--- src/rtl/uart_pkg.sv ---
// Shared definitions for the UART transmitter: parity mode constants, the
// transmit FSM state encoding and a parity helper.
package uart_pkg;

  localparam int unsigned PARITY_NONE = 0;
  localparam int unsigned PARITY_ODD  = 1;
  localparam int unsigned PARITY_EVEN = 2;

  typedef enum logic [2:0] {
    StIdle,
    StStart,
    StData,
    StParity,
    StStop
  } uart_state_e;

  // Parity over the low data_bits bits of payload; bits above data_bits are ignored.
  function automatic logic parity_bit(input logic [7:0]  payload,
                                      input int unsigned data_bits,
                                      input int unsigned parity);
    logic x;
    x = 1'b0;
    for (int unsigned i = 0; i < 8; i++) begin
      if (i < data_bits) x ^= payload[i];
    end
    return (parity == PARITY_ODD) ? ~x : x;
  endfunction

endpackage

--- src/rtl/uart_tx_fifo.sv ---
// Synchronous TX FIFO with a registered occupancy count.
// Ports: clk, reset (async, active high), push/push_data write side,
// pop/pop_data read side (pop_data shows the head entry), full, empty, count.
module uart_tx_fifo #(
  parameter int unsigned DEPTH = 4,
  parameter int unsigned WIDTH = 8
) (
  input  logic                     clk,
  input  logic                     reset,
  input  logic                     push,
  input  logic [WIDTH-1:0]         push_data,
  input  logic                     pop,
  output logic [WIDTH-1:0]         pop_data,
  output logic                     full,
  output logic                     empty,
  output logic [$clog2(DEPTH):0]   count
);

  localparam int unsigned AddrW = $clog2(DEPTH);

  logic [WIDTH-1:0] mem [DEPTH];
  logic [AddrW-1:0] wr_ptr_q, rd_ptr_q;
  logic [AddrW:0]   count_q;
  logic             do_push, do_pop;

  assign full     = (count_q == (AddrW + 1)'(DEPTH));
  assign empty    = (count_q == '0);
  assign do_push  = push && !full;
  assign do_pop   = pop && !empty;
  assign pop_data = mem[rd_ptr_q];
  assign count    = count_q;

  // Pointers wrap naturally because DEPTH is a power of two.
  always_ff @(posedge clk or posedge reset) begin
    if (reset) begin
      wr_ptr_q <= '0;
      rd_ptr_q <= '0;
      count_q  <= '0;
    end else begin
      if (do_push) wr_ptr_q <= wr_ptr_q + 1'b1;
      if (do_pop)  rd_ptr_q <= rd_ptr_q + 1'b1;
      case ({do_push, do_pop})
        2'b10:   count_q <= count_q + 1'b1;
        2'b01:   count_q <= count_q - 1'b1;
        default: count_q <= count_q;
      endcase
    end
  end

  always_ff @(posedge clk) begin
    if (do_push) mem[wr_ptr_q] <= push_data;
  end

endmodule

--- src/rtl/uart_tx_param.sv ---
// Parameterised UART transmitter with a small input FIFO.
// Ports: clk, reset (async, active high); data_in/data_in_valid/data_in_ready
// byte handshake; serial_out registered line (idle high); tx_busy while a
// frame is on the line or bytes are queued; fifo_count bytes held.
module uart_tx_param
  import uart_pkg::*;
#(
  parameter int unsigned CLOCK_FREQ = 125_000_000,
  parameter int unsigned BAUD_RATE  = 115_200,
  parameter int unsigned DATA_BITS  = 8,
  parameter int unsigned PARITY     = 0,
  parameter int unsigned STOP_BITS  = 1,
  parameter int unsigned FIFO_DEPTH = 4
) (
  input  logic                          clk,
  input  logic                          reset,
  input  logic [7:0]                    data_in,
  input  logic                          data_in_valid,
  output logic                          data_in_ready,
  output logic                          serial_out,
  output logic                          tx_busy,
  output logic [$clog2(FIFO_DEPTH):0]   fifo_count
);

  localparam int unsigned BitTime = CLOCK_FREQ / BAUD_RATE;
  localparam int unsigned CntW    = $clog2(BitTime + 1);

  uart_state_e     state_q;
  logic [CntW-1:0] baud_cnt_q, bit_cnt_q;
  logic [7:0]      frame_q;
  logic            parity_q;
  logic            serial_q;
  logic            ready_en_q;

  logic       push, pop, full, empty;
  logic [7:0] head;
  logic       bit_done, last_data, last_stop;

  // ready_en_q keeps the FIFO closed during reset and opens it on the first edge after.
  assign data_in_ready = ready_en_q && !full;
  assign push          = data_in_valid && data_in_ready;

  assign bit_done  = (baud_cnt_q == CntW'(BitTime - 1));
  assign last_data = (bit_cnt_q == CntW'(DATA_BITS - 1));
  assign last_stop = (bit_cnt_q == CntW'(STOP_BITS - 1));

  // Pop exactly when the FSM loads a new frame: from idle, or back-to-back at end of stop.
  assign pop = !empty && ((state_q == StIdle) ||
                          ((state_q == StStop) && bit_done && last_stop));

  assign serial_out = serial_q;
  assign tx_busy    = (state_q != StIdle) || (fifo_count != '0);

  uart_tx_fifo #(
    .DEPTH (FIFO_DEPTH),
    .WIDTH (8)
  ) u_fifo (
    .clk       (clk),
    .reset     (reset),
    .push      (push),
    .push_data (data_in),
    .pop       (pop),
    .pop_data  (head),
    .full      (full),
    .empty     (empty),
    .count     (fifo_count)
  );

  always_ff @(posedge clk or posedge reset) begin
    if (reset) begin
      state_q    <= StIdle;
      baud_cnt_q <= '0;
      bit_cnt_q  <= '0;
      frame_q    <= '0;
      parity_q   <= 1'b0;
      serial_q   <= 1'b1;
      ready_en_q <= 1'b0;
    end else begin
      ready_en_q <= 1'b1;
      if (state_q != StIdle) begin
        baud_cnt_q <= bit_done ? '0 : baud_cnt_q + 1'b1;
      end
      case (state_q)
        StIdle: begin
          baud_cnt_q <= '0;
          bit_cnt_q  <= '0;
          serial_q   <= 1'b1;
          if (pop) begin
            state_q  <= StStart;
            frame_q  <= head;
            parity_q <= parity_bit(head, DATA_BITS, PARITY);
            serial_q <= 1'b0;
          end
        end
        StStart: begin
          if (bit_done) begin
            state_q   <= StData;
            bit_cnt_q <= '0;
            serial_q  <= frame_q[0];
          end
        end
        StData: begin
          if (bit_done) begin
            if (last_data) begin
              bit_cnt_q <= '0;
              if (PARITY != PARITY_NONE) begin
                state_q  <= StParity;
                serial_q <= parity_q;
              end else begin
                state_q  <= StStop;
                serial_q <= 1'b1;
              end
            end else begin
              bit_cnt_q <= bit_cnt_q + 1'b1;
              frame_q   <= frame_q >> 1;
              serial_q  <= frame_q[1];
            end
          end
        end
        StParity: begin
          if (bit_done) begin
            state_q   <= StStop;
            bit_cnt_q <= '0;
            serial_q  <= 1'b1;
          end
        end
        StStop: begin
          if (bit_done) begin
            if (last_stop) begin
              bit_cnt_q <= '0;
              if (pop) begin
                state_q  <= StStart;
                frame_q  <= head;
                parity_q <= parity_bit(head, DATA_BITS, PARITY);
                serial_q <= 1'b0;
              end else begin
                state_q  <= StIdle;
                serial_q <= 1'b1;
              end
            end else begin
              bit_cnt_q <= bit_cnt_q + 1'b1;
            end
          end
        end
        default: begin
          state_q  <= StIdle;
          serial_q <= 1'b1;
        end
      endcase
    end
  end

endmodule

--- config.mk ---
export PLATFORM = sky130hd
export DESIGN_NAME = uart_tx_param
export DESIGN_NICKNAME = d
export VERILOG_FILES = /design/src/rtl/uart_pkg.sv /design/src/rtl/uart_tx_fifo.sv /design/src/rtl/uart_tx_param.sv
export SDC_FILE = /design/constraint.sdc
export NUM_CORES = 1
export LEC_CHECK = 0
export CORE_UTILIZATION = 32
export DETAILED_ROUTE_END_ITERATION = 10
export PLACE_DENSITY = 0.59
export SYNTH_ARGS = -nofsm -noshare
export SYNTH_HDL_FRONTEND = slang
export SYNTH_SLANG_ARGS = --single-unit
--- constraint.sdc ---
create_clock -name clk -period 4.4 [get_ports clk]
set_clock_uncertainty 0.1 [all_clocks]
set_input_delay 0.88 -clock clk [delete_from_list [all_inputs] [get_ports clk]]
set_output_delay 0.88 -clock clk [all_outputs]
set_load 0.03 [all_outputs]
; Word level (Yosys, flattened, before mapping)
; Memory sizes are Yosys's and may differ from the RTL's.
; Cells that the tools add are included.
; Widths: inputs -> output; s select.
[word_totals]
output_inout_bits = 6
ramBits = 32
mem_count = 1
ff_bits = 42
word_cells = 94
[memory_table]
columns = memory, depth, width, rd, rd_clocked_by_memory_dff, write_ports, line_no
row1 = u_fifo.mem, 4, 8, 1, 0, 1, uart_tx_fifo.sv:21  ; logic [WIDTH-1:0] mem [DEPTH];
[op_classes]
n_eq_ne = 18
n_addsub = 6
n_reduce_logical = 25
muxes = 35
[op_table]
columns = cell, count
row1 = $mux 11, 8
row2 = $pmux 11 s4, 1
row3 = $mux 8, 5
row4 = $pmux 8 s3, 1
row5 = $add 11x1->11 const B, 2
row6 = $mux 3, 7
row7 = $pmux 3 s5, 1
row8 = $ne 2x2->1 const B, 7
row9 = $eq 11x11->1 const B, 1
row10 = $eq 11x3->1 const B, 1
row11 = $logic_not 11->1, 1
row12 = $mux 1, 10
row13 = $reduce_and 5->1, 2
row14 = $reduce_bool 3->1, 3
row15 = $logic_and 1x1->1, 7
row16 = $reduce_and 7->1, 1
row17 = $eq 3x2->1 const B, 2
row18 = $eq 3x3->1 const B, 2
row19 = $logic_not 3->1, 2
row20 = $pmux 3 s2, 1
row21 = $pmux 1 s5, 1
row22 = $add 2x1->2 const B, 2
row23 = $ne 2x1->1 const B, 2
row24 = $reduce_and 4->1, 1
row25 = 10 further kinds, 13

; Depth between registers and ports, before layout
[depth]
word_depth = 9
mapped_depth = 13
ltp_nobuf = 12

; Cells and area by module
; A second synthesis with hierarchy kept.
[hier_totals]
cells_unflattened = 273
area_unflattened_um2 = 3612.2
[modules_own_cells]
columns = module, instances, cells_each, seq_area_each_um2, area_each_um2
row1 = uart_tx_param, 1, 193, 877.1, 2015.7
row2 = uart_tx_fifo, 1, 80, 1136.1, 1596.5

; Worst setup path after synthesis
; Ideal clock, no wire load.
[synth_path]
kind = reg-to-reg
from = reg bit_cnt_q[6]
to = reg u_fifo.count_q[2] (netlist: u_fifo.count[2])
period_less_slack_ns = 3.122
path_buffers = 1
setup_slack_ns = 1.278
arrival_ns = 2.942
stages_incl_launch_ff = 12
path_cell_list = dfrtp_1 > or4_1 > or3_1 > o41a_1 > buf_6 > nor2_4 > ha_1 > inv_1 > fa_1 > xor2_1 > nor2_1 > xor2_1
[synth_via]
elab_chain_cells = 7
[synth_rtl]
columns = element, line_no
row1 = "start, declared", uart_tx_param.sv:29  ; logic [CntW-1:0] baud_cnt_q, bit_cnt_q;
row2 = "start signal, assigned", uart_tx_param.sv:114  ; bit_cnt_q <= bit_cnt_q + 1'b1;
row3 = "start signal, assigned", uart_tx_param.sv:141  ; bit_cnt_q <= bit_cnt_q + 1'b1;
row4 = $logic_not 11->1 (*), uart_tx_param.sv:45  ; assign last_stop = (bit_cnt_q == CntW'(STOP_BITS - 1));
row5 = $logic_and 1x1->1 (*), uart_tx_param.sv:49  ; ((state_q == StStop) && bit_done && last_stop));
row6 = $logic_or 1x1->1 (*), uart_tx_param.sv:48  ; assign pop = !empty && ((state_q == StIdle) ||
row7 = $logic_and 1x1->1 (*), uart_tx_param.sv:48
row8 = $logic_and 1x1->1 (*), uart_tx_fifo.sv:29  ; assign do_pop = pop && !empty;
row9 = via u_fifo.do_pop, uart_tx_fifo.sv:24  ; logic do_push, do_pop;
row10 = $eq 2x1->1 or $eq 2x2->1 (tied branches), uart_tx_fifo.sv:42  ; case ({do_push, do_pop})
row11 = $pmux 3 s2 or $reduce_bool 2->1 (tied branches), -
row12 = "end signal, assigned", uart_tx_fifo.sv:43  ; 2'b10: count_q <= count_q + 1'b1;
row13 = "end signal, assigned", uart_tx_fifo.sv:44  ; 2'b01: count_q <= count_q - 1'b1;
row14 = "end signal, assigned", uart_tx_fifo.sv:45  ; default: count_q <= count_q;
row15 = "end, declared", uart_tx_fifo.sv:23  ; logic [AddrW:0] count_q;
; Mark *: on every way through the listed nets, which the timed path passes. The rest lies on a longest branch.
; A chain may end at the register's enable or synchronous reset.

; Worst setup path in the final report
; Ends and elaborated chain as after synthesis.

==> out/qor.yml <==
cts_repair_resize_count: 0
cp_max_fo: 11
reg2reg_setup_slack_ns: 0.98
reg2reg_to: "u_fifo.count[2]"
final_hold_viol_count: 0
largest_net_degree_at_the_start_of_global_routing: 43
clk_latency_ns: 0.34
reg2reg_from: "bit_cnt_q[6]"
setup_viol_count_final: 0
initial_antenna_violation_count: 0
synth_flop_cell: "dfrtp_1"
worst_slew_pin_slew_ns: 0.7137
cts_setup_buffers: 0
dr_total_vias: 2232
synth_top_cell_area_share_pct: 29.63
initial_utilization_pct: 33.24
synth_mux_area_share_pct: 6.144
first_global_vias: 2212
critical_path.startpoint_type: "flip-flop"
data_required_time_of_the_critical_path_ns: 4.57
die_x_um: 106.0
sequential_cell_area_sq_um: 2013
io_pins: 17
place_ws_ns: 1.015
place_congestion: 0.7922
nNetsFinal: 318
synth_xor_xnor_area_share_pct: 3.542
synth-simple-area-share_pct: 13.59
layout_min_cycle_time_ns: 3.415
report.final.slew_viol_count: 0
crit_arrival_ns: 3.59
worst_setup_path_startpoint: "bit_cnt_q[6]"
grt_use_total_pct: 12.49
clock-root-buffer: "clkbuf_8"
hold_path_class: "flip-flop to flip-flop"
drc_errors: 0
first_iter_violations: 68
multiInputGateArea_sq_um: 1355
power.static_leakage_nw: 1.552
detail-route-antenna-nets: 0
crit_path_end_kind: "flip-flop"
ratio_of_cells_with_drive_above_1_in_the_final_layout_pct: 11.92
clock_tree_from_tritoncts: "yes"
final_min_period_over_clock_period_pct: 77.62
die_height_um: 106.0
post-synth-top-area-cell: "dfrtp_1"
average_detailed_routed_wire_length_per_instance_um: 14.48
synthArstFlopShare_pct: 56.76
min_from: "baud_cnt_q[0]"
rsz_0062_raised_after_global_routing: "false"
synth_top_cells_by_area: "dfrtp_1 (30%), edfxtp_1 (28%), mux4_2 (5.2%)"
netlist_area_sq_um: 3462
yosys-top-cells-count: "dfrtp_1 (41), edfxtp_1 (32), nor2_1 (21)"
drtPass1Iterations: 4
globalRoute.totalOverflow: 0
coreArea_sq_um: 10420
n_fill_cell: 1009
hpwl_um: 4257
power_w: 0.001565
synthesized_area_fraction_occupied_by_adder_cells_pct: 3.831
io_buffer_count: 16
synth_edf_count: 32
cts.sink_count: 74
worst_r2r_path_depth: 10
path_class: "flip-flop to flip-flop"
drt-total-wl_um: 6341
synth_compound_gate_area_share_pct: 11.93
number_of_h_tree_branching_levels: 3
synth_top_family_by_area: "simple AND/OR/NAND/NOR gates"
syn-num-nets: 298
max-slew-margin-rel_pct: 52.42
area_growth_syn_to_layout_pct: 14.78
via_per_inst: 5.096
synth.avg_cell_area_sq_um: 12.50
end_point_of_the_critical_path: "u_fifo.count[2]"
rows: 37
cts_hold_buffers: 0
grt_first_pass_wirelength_um: 10990
tritoncts.num_buffers: 9
max_cap_violations: 0
clkTransAtPathRegs_ns: 0.09
antenna-diode-count: 0
yosysWarnings: 0
synth.most_common_cell: "dfrtp_1"
post_synth_num_cell_types: 50
post_synthesis_sequential_element_count: 74
cts_buffer_depth: 2
ir_worst_vdd_mv: 0.2266
finalWorstSetupSlack_ns: 0.9847
maxClockFrequency_mhz: 292.8
ys_seq_area_share_pct: 58.15
die_area_sq_um: 11240
result_of_the_run: "finished clean"
cells_after_synth: 277
power-per-cell-area_nw_per_um2: 393.7
totalNegativeSetupSlack_ns: 0
==> layout make-up <==
| class | count | share of cell area [%] |
|---|---|---|
| sequential | 74 | 50.66 |
| multi-input combinational | 180 | 34.10 |
| timing repair buffer | 18 | 4.408 |
| tap | 136 | 4.282 |
| clock buffer | 9 | 3.117 |
| clock inverter | 7 | 2.110 |
| inverter | 14 | 1.322 |
==> cells in the final DEF, fill, tap and decap left out, types with 2 or more instances in the layout <==
cell	count
xor2_1	11
nor4_1	3
clkdlybuf4s50_1	16
o32ai_1	7
clkbuf_8	9
dfrtp_1	41
ha_1	9
mux4_2	8
a22oi_1	2
or4_1	2
a2bb2oi_1	7
xnor2_1	3
nor2_1	21
edfxtp_1	32
nand3_1	8
inv_1	13
mux2_2	2
inv_6	3
buf_4	2
or3_1	7
and3_1	11
nand2b_1	3
a22o_1	7
nor2b_1	4
o31ai_1	2
and2_1	2
nor3_1	8
o21ai_0	15
nand2_1	9
a21oi_1	8
nand4_1	2
==> report_power, final <==
part           switching (W)  internal [W]  total [W]
clock               0.000280      0.000273   0.000552
sequential         0.0000311      0.000779   0.000810
combinational       0.000116     0.0000852   0.000202
==> critical path, cell delays in order, from the launching register on <==
cell and delay (ns):
dfrtp_1 0.45, or4_1 0.59, or3_1 0.42, o41a_1 0.53
nor2_4 0.21, ha_1 0.20, inv_1 0.06, fa_1 0.37
xor2_1 0.15, nor2_1 0.12, xor2_1 0.15
==> cells by family (layout without fill, tap and decap cells) <==
kind of cell / count (synthesis) / count (layout)
xor+xnor: 14 / 14
flops: 74 / 74
buf+inv: 23 / 48
other cells: 1 / 1
simple gates: 87 / 87
fa+ha+maj: 10 / 10
compound gates: 57 / 57
mux: 11 / 11
==> metrics by stage <==
step / area, sq um / util, % / instances / hold WS [ns]
floorplan: 3462 / - / 277 / 0.3536
global placement: 3766 / 36.16 / 422 / 0.3746
detailed placement: 3766 / 36.16 / 422 / 0.3853
CTS: 3974 / 38.15 / 438 / 0.4075
global route: 3974 / 38.15 / 438 / 0.4209
finish: 3974 / 38.15 / 438 / 0.3949
==> flip-flops by register name, indices dropped and copies added, names as in the netlist <==
register,cells
serial_out,1
u_fifo.rd_ptr_q,2
u_fifo.wr_ptr_q,2
bit_cnt_q,11
frame_q,8
u_fifo.count,3
ready_en_q,1
state_q,3
u_fifo.mem,32
baud_cnt_q,11
==> worst min-delay path by stage <==
stage	end	slack, ns	cells after the start
floorplan	baud_cnt_q[0]	0.35	1
global placement	baud_cnt_q[0]	0.37	1
detailed placement	baud_cnt_q[0]	0.39	1
CTS	baud_cnt_q[0]	0.41	1
global route	baud_cnt_q[0]	0.42	1
finish	baud_cnt_q[0]	0.39	1
==> per-layer routing <==
layer  wire [um]  vias to the layer above  global-route usage, %
met5           0                        -                      0
met4          43                        0                  3.869
met3         145                        4                  3.127
met2        3150                       35                  19.98
met1        3000                     1112                  16.67
li1            -                     1081                      -
(Power assumes the default switching activity.)
